<file path="config.mk">
export PLATFORM = sky130hd
export DESIGN_NAME = asmd_booth_multiplier_flat
export DESIGN_NICKNAME = d
export VERILOG_FILES = /design/src/rtl/asmd_booth_multiplier_if.sv /design/src/rtl/asmd_booth_multiplier.sv /design/src/flat_wrapper.sv
export SDC_FILE = /design/constraint.sdc
export NUM_CORES = 1
export LEC_CHECK = 0
export ABC_AREA = 1
export BUFFER_PORTS_ARGS = -buffer_cell sky130_fd_sc_hd__buf_2
export CORE_MARGIN = 8
export CORE_UTILIZATION = 55
export CTS_CLUSTER_DIAMETER = 80
export DETAILED_ROUTE_END_ITERATION = 6
export PLACE_DENSITY = 0.88
export SLEW_MARGIN = 20
export SYNTH_ARGS = -nofsm -noshare
export SYNTH_HDL_FRONTEND = slang
export SYNTH_SLANG_ARGS = --single-unit
export TNS_END_PERCENT = 1
</file>
<file path="constraint.sdc">
create_clock -name clk -period 2.6 [get_ports clk]
set_input_delay 0.65 -clock clk [delete_from_list [all_inputs] [get_ports clk]]
set_output_delay 0.65 -clock clk [all_outputs]
set_load 0.01 [all_outputs]
</file>
<file path="src/rtl/asmd_booth_multiplier_if.sv">
// Operand/result bundle for the Booth multiplier: start/ready request handshake plus the done-qualified product.
interface asmd_booth_multiplier_if #(
    parameter int word_length = 8
);
    logic [word_length-1:0]   word0;
    logic [word_length-1:0]   word1;
    logic                     signed_mode;
    logic                     start;
    logic [2*word_length-1:0] product;
    logic                     ready;
    logic                     done;

    modport master (
        output word0, word1, signed_mode, start,
        input  product, ready, done
    );

    modport slave (
        input  word0, word1, signed_mode, start,
        output product, ready, done
    );
endinterface

</file>
<file path="src/rtl/asmd_booth_multiplier.sv">
// Sequential radix-2 Booth multiplier, signed/unsigned per op; latency W+2 edges (1 edge when an operand is zero).
// Backpressure: start is only taken while ready=1 in IDLE; requests made while busy are dropped, not queued.
module asmd_booth_multiplier #(
    parameter int word_length = 8
) (
    input  logic                    clk,
    input  logic                    reset,
    asmd_booth_multiplier_if.slave  bus
);
    localparam int W  = word_length;
    localparam int CW = $clog2(W + 2);

    typedef enum logic [1:0] {
        IDLE = 2'd0,
        RUN  = 2'd1,
        DONE = 2'd2
    } state_t;

    state_t          state;
    state_t          state_nxt;

    logic [W+1:0]    acc;
    logic [W:0]      mcand;
    logic [W:0]      mplier;
    logic            q_m1;
    logic [CW-1:0]   count;
    logic [2*W-1:0]  product_q;
    logic            done_q;

    logic [W:0]      ext0;
    logic [W:0]      ext1;
    logic            zero_op;
    logic [W+1:0]    m_wide;
    logic [W+1:0]    booth_sum;

    // Operands are widened by one bit so unsigned values look positive to the signed Booth recoding.
    always_comb begin
        ext0    = {bus.signed_mode & bus.word0[W-1], bus.word0};
        ext1    = {bus.signed_mode & bus.word1[W-1], bus.word1};
        zero_op = (bus.word0 == '0) || (bus.word1 == '0);
        m_wide  = {mcand[W], mcand};
    end

    always_comb begin
        booth_sum = acc;
        case ({mplier[0], q_m1})
            2'b01:   booth_sum = acc + m_wide;
            2'b10:   booth_sum = acc - m_wide;
            default: booth_sum = acc;
        endcase
    end

    always_ff @(posedge clk or posedge reset) begin
        if (reset) begin
            state <= IDLE;
        end else begin
            state <= state_nxt;
        end
    end

    always_comb begin
        state_nxt = state;
        case (state)
            IDLE: begin
                if (bus.start) begin
                    state_nxt = zero_op ? DONE : RUN;
                end
            end
            RUN: begin
                // count==1 means this edge performs the final (W+1)th step
                if (count == CW'(1)) begin
                    state_nxt = DONE;
                end
            end
            DONE: begin
                state_nxt = IDLE;
            end
            default: begin
                state_nxt = IDLE;
            end
        endcase
    end

    always_ff @(posedge clk or posedge reset) begin
        if (reset) begin
            acc       <= '0;
            mcand     <= '0;
            mplier    <= '0;
            q_m1      <= 1'b0;
            count     <= '0;
            product_q <= '0;
            done_q    <= 1'b0;
        end else begin
            done_q <= 1'b0;
            case (state)
                IDLE: begin
                    if (bus.start) begin
                        acc    <= '0;
                        mcand  <= ext0;
                        // Fast path skips RUN, so Q must already hold the zero result.
                        mplier <= zero_op ? '0 : ext1;
                        q_m1   <= 1'b0;
                        count  <= CW'(W + 1);
                    end
                end
                RUN: begin
                    acc    <= {booth_sum[W+1], booth_sum[W+1:1]};
                    mplier <= {booth_sum[0], mplier[W:1]};
                    q_m1   <= mplier[0];
                    count  <= count - CW'(1);
                end
                DONE: begin
                    product_q <= {acc[W-2:0], mplier};
                    done_q    <= 1'b1;
                end
                default: begin
                    done_q <= 1'b0;
                end
            endcase
        end
    end

    assign bus.product = product_q;
    assign bus.done    = done_q;
    assign bus.ready   = (state == IDLE);
endmodule
</file>
<file path="src/flat_wrapper.sv">
// flat-port wrapper written by rule: the top's interface ports become plain ports
module asmd_booth_multiplier_flat 
#(
    parameter int word_length = 8
)
  (clk, reset, bus_word0, bus_word1, bus_signed_mode, bus_start, bus_product, bus_ready, bus_done);
  asmd_booth_multiplier_if #(.word_length(word_length)) bus_i ();
  input  logic clk;
  input  logic reset;
  input wire logic [$bits(bus_i.word0)-1:0] bus_word0;
  input wire logic [$bits(bus_i.word1)-1:0] bus_word1;
  input wire logic [$bits(bus_i.signed_mode)-1:0] bus_signed_mode;
  input wire logic [$bits(bus_i.start)-1:0] bus_start;
  output wire logic [$bits(bus_i.product)-1:0] bus_product;
  output wire logic [$bits(bus_i.ready)-1:0] bus_ready;
  output wire logic [$bits(bus_i.done)-1:0] bus_done;
  assign bus_i.word0 = bus_word0;
  assign bus_i.word1 = bus_word1;
  assign bus_i.signed_mode = bus_signed_mode;
  assign bus_i.start = bus_start;
  assign bus_product = bus_i.product;
  assign bus_ready = bus_i.ready;
  assign bus_done = bus_i.done;
  asmd_booth_multiplier #(.word_length(word_length)) u_core (.clk(clk), .reset(reset), .bus(bus_i));
endmodule
</file>
==> impl_metrics.py <==
metrics = {
    "drt": {
        "first_iter_violations": 262,
        "antenna_left": 0,
        "drc_errors": 0,
        "route.vias.total": 2532,
        "firstDrtPassIters": 5,
        "routed_wl_mm": 6.54,
        "vias_per_cell": 5.41,
        "wire_per_inst_um": 14.0,
    },
    "worst_setup_path": {
        "critical_path_buf_inv_count": 4,
        "crit_slowest_cell": "dfrtp_1",
        "r2r_setup_slack_ps": 150,
        "cp_top_family": "adder cells",
        "r2r_end": "u_core.acc[4]",
        "crit_required_ps": 2800,
        "worstPathArrival_ps": 2640,
        "end_kind": "flop",
        "r2r-start": "u_core.mcand[0]",
        "crit_chain": "inv_1, ha_1, nand2_1, nand2_1, xnor2_1, inv_1, ha_1, nand2_1, inv_1, nand2_1, nand2_1, inv_1, nand3_1, nand2_1, o21ai_0, o21ai_0",
        "slowest_delay_ps": 390,
        "reg2reg_depth": 16,
        "worstSetupStartpointType": "flop",
        "cp_common_cell": "nand2_1",
        "crit_type": "flop to flop",
        "cp_max_fo": 4,
    },
    "floorplan": {
        "coreArea_um2": 5110,
        "io_pins": 38,
        "dieArea_um2": 7850,
        "start_util": 0.568,
        "die_h_um": 88.6,
        "rows": 26,
        "fp.dieW_um": 88.6,
    },
    "synthesis": {
        "netlist_instances": 360,
        "ys_types": 27,
        "synthTopCellsByArea": "dfrtp_1 (44%), nand2_1 (9.4%), inv_1 (7.8%)",
        "ys_ff_latch": 51,
        "ys.flop_type": "dfrtp_1",
        "synth_seq_area_share": 0.440,
        "synth_edf_count": 0,
        "synth.top_cell.area_share": 0.440,
        "avgSynthCellArea_um2": 8.06,
        "synth_commonest_cells": "nand2_1 (73), inv_1 (60), dfrtp_1 (51)",
        "syn_area_um2": 2900,
        "ys_warn_count": 0,
        "yosysMostFrequentCell": "nand2_1",
        "synth_top_cell_by_area": "dfrtp_1",
        "async_reset_ff_frac": 1.00,
        "synth_fp_nets": 394,
    },
    "clock_network": {
        "cts_tree": "yes",
        "clk_path_buf_depth": 2,
        "insertion_delay_ps": 320,
        "htreeDepth": 2,
        "cts.clk_slew.worst_paths_ps": 100,
        "clockRootBuffer": "clkbuf_8",
        "hold_buffers": 0,
        "clkSinkCount": 51,
        "cts_buffers": 5,
    },
    "place": {
        "dpl.cell_count": 458,
        "dp_hpwl_mm": 4.94,
        "port_buffers": 37,
        "routabilityCongestion": 0.938,
    },
    "cells_and_area": {
        "drive_above_1_share": 0.156,
        "syn2layout_area_growth_pct": 12.7,
        "fin_util": 0.640,
        "diodes": 0,
        "layoutNonFillerInstCount": 468,
        "final_nets": 431,
    },
    "sta": {
        "hold_viol_final": 0,
        "fmax_mhz": 409,
        "finalSetupViolCount": 0,
        "drv_slew": 0,
        "post-route-min-period_ps": 2450,
        "period_share": 0.941,
        "fin_skew_ps": 14.6,
        "tightestPinTransition_ps": 798,
        "maxSlewHeadroom": 0.467,
    },
    "hold_path": {
        "hp-class": "primary input to async pin",
    },
    "global_route": {
        "grt_max_degree": 33,
        "grt_pass1_vias": 2448,
        "grt_usage": 0.180,
        "antenna_found_initial": 0,
        "grt_pass1_wl_mm": 11.0,
        "overflow": 0,
    },
    "run_status": {
        "outcome": "completed",
    },
    "job": {
        "cap_violations": 0,
    },
}
cells in the final DEF, fill, tap and decap left out:
cell | synthesis | final
a31oi_1 | 2 | 2
inv_2 | 3 | 4
dfrtp_1 | 51 | 51
nand3_1 | 21 | 21
nor2_2 | 2 | 2
buf_4 | 0 | 2
inv_1 | 60 | 59
ha_4 | 0 | 1
o21ai_0 | 35 | 35
nor2_4 | 2 | 2
ha_2 | 0 | 1
inv_6 | 0 | 1
xnor2_1 | 4 | 4
o21bai_1 | 6 | 6
o221ai_1 | 4 | 4
buf_2 | 4 | 37
a21o_1 | 1 | 1
xor2_1 | 6 | 6
buf_12 | 0 | 1
clkinvlp_4 | 0 | 1
a21oi_2 | 0 | 1
nand2_4 | 2 | 2
clkbuf_8 | 0 | 5
ha_1 | 13 | 11
o22ai_1 | 6 | 6
o21ai_1 | 1 | 1
nand2_1 | 73 | 73
nor2_1 | 23 | 23
bufinv_16 | 0 | 1
a22oi_1 | 8 | 8
a21oi_1 | 20 | 19
fa_1 | 1 | 1
nand4_1 | 5 | 5
a22oi_2 | 1 | 1
how the worst max path moves through the flow:
stage / start / endpoint / slack [ps] / cells after the start
CTS: u_core.q_m1 / u_core.acc[4] / 60 / 13
finish: u_core.mcand[0] / u_core.acc[4] / 150 / 16
global route: u_core.mcand[0] / u_core.acc[8] / -20 / 17
detailed placement: u_core.q_m1 / u_core.acc[4] / 60 / 13
global placement: u_core.q_m1 / u_core.acc[4] / 220 / 13
floorplan: u_core.mplier[0] / u_core.acc[8] / 410 / 16
per-layer routing:
metal / share of wire / track usage / vias to the layer above
met1: 0.44 / 0.220 / 1172
met4: 0.019 / 0.0799 / 0
met5: 0 / 0 / -
met3: 0.058 / 0.0371 / 12
li1: - / - / 1250
met2: 0.49 / 0.297 / 98
final cells by class:
class | count | area (um^2)
fill | 448 | 1840
timing repair buffer | 40 | 220
clock buffer | 5 | 68.8
clock inverter | 3 | 46.3
inverter | 63 | 236
multi-input combinational | 236 | 1330
sequential | 51 | 1280
tap | 70 | 87.6
flip-flops by register name (all words and copies together) (netlist names):
name,count
u_core.bus.product,16
u_core.acc,9
u_core.mcand,9
u_core.mplier,9
u_core.count,4
u_core.state,2
u_core.bus.done,1
u_core.q_m1,1
cell families after synthesis:
family,share of synthesized area
and+or+nand+nor,0.191
AOI/OAI and AO/OA,0.169
buffers and inverters,0.107
DFF,0.440
adders and majority gates,0.0630
xor gates and xnor gates,0.0302
timing repair:
| item | in CTS | in global routing |
|---|---|---|
| setup endpoints to repair | 0 | 3 |
| setup buffers | 0 | 2 |
| gates resized for setup | 0 | 4 |
through the flow:
stage	setup WS (ps)	hold slack, ps	setup TNS [ps]	cell area [um^2]
floorplan	410	452	0	2900
global placement	221	460	0	3120
detailed placement	56.5	468	0	3120
CTS	58.5	352	0	3240
global route	-21.1	358	-21.1	3270
finish	153	332	0	3270
Power is not shown: default switching activity piles up to over one toggle a cycle in this logic, so the estimate is an artifact.
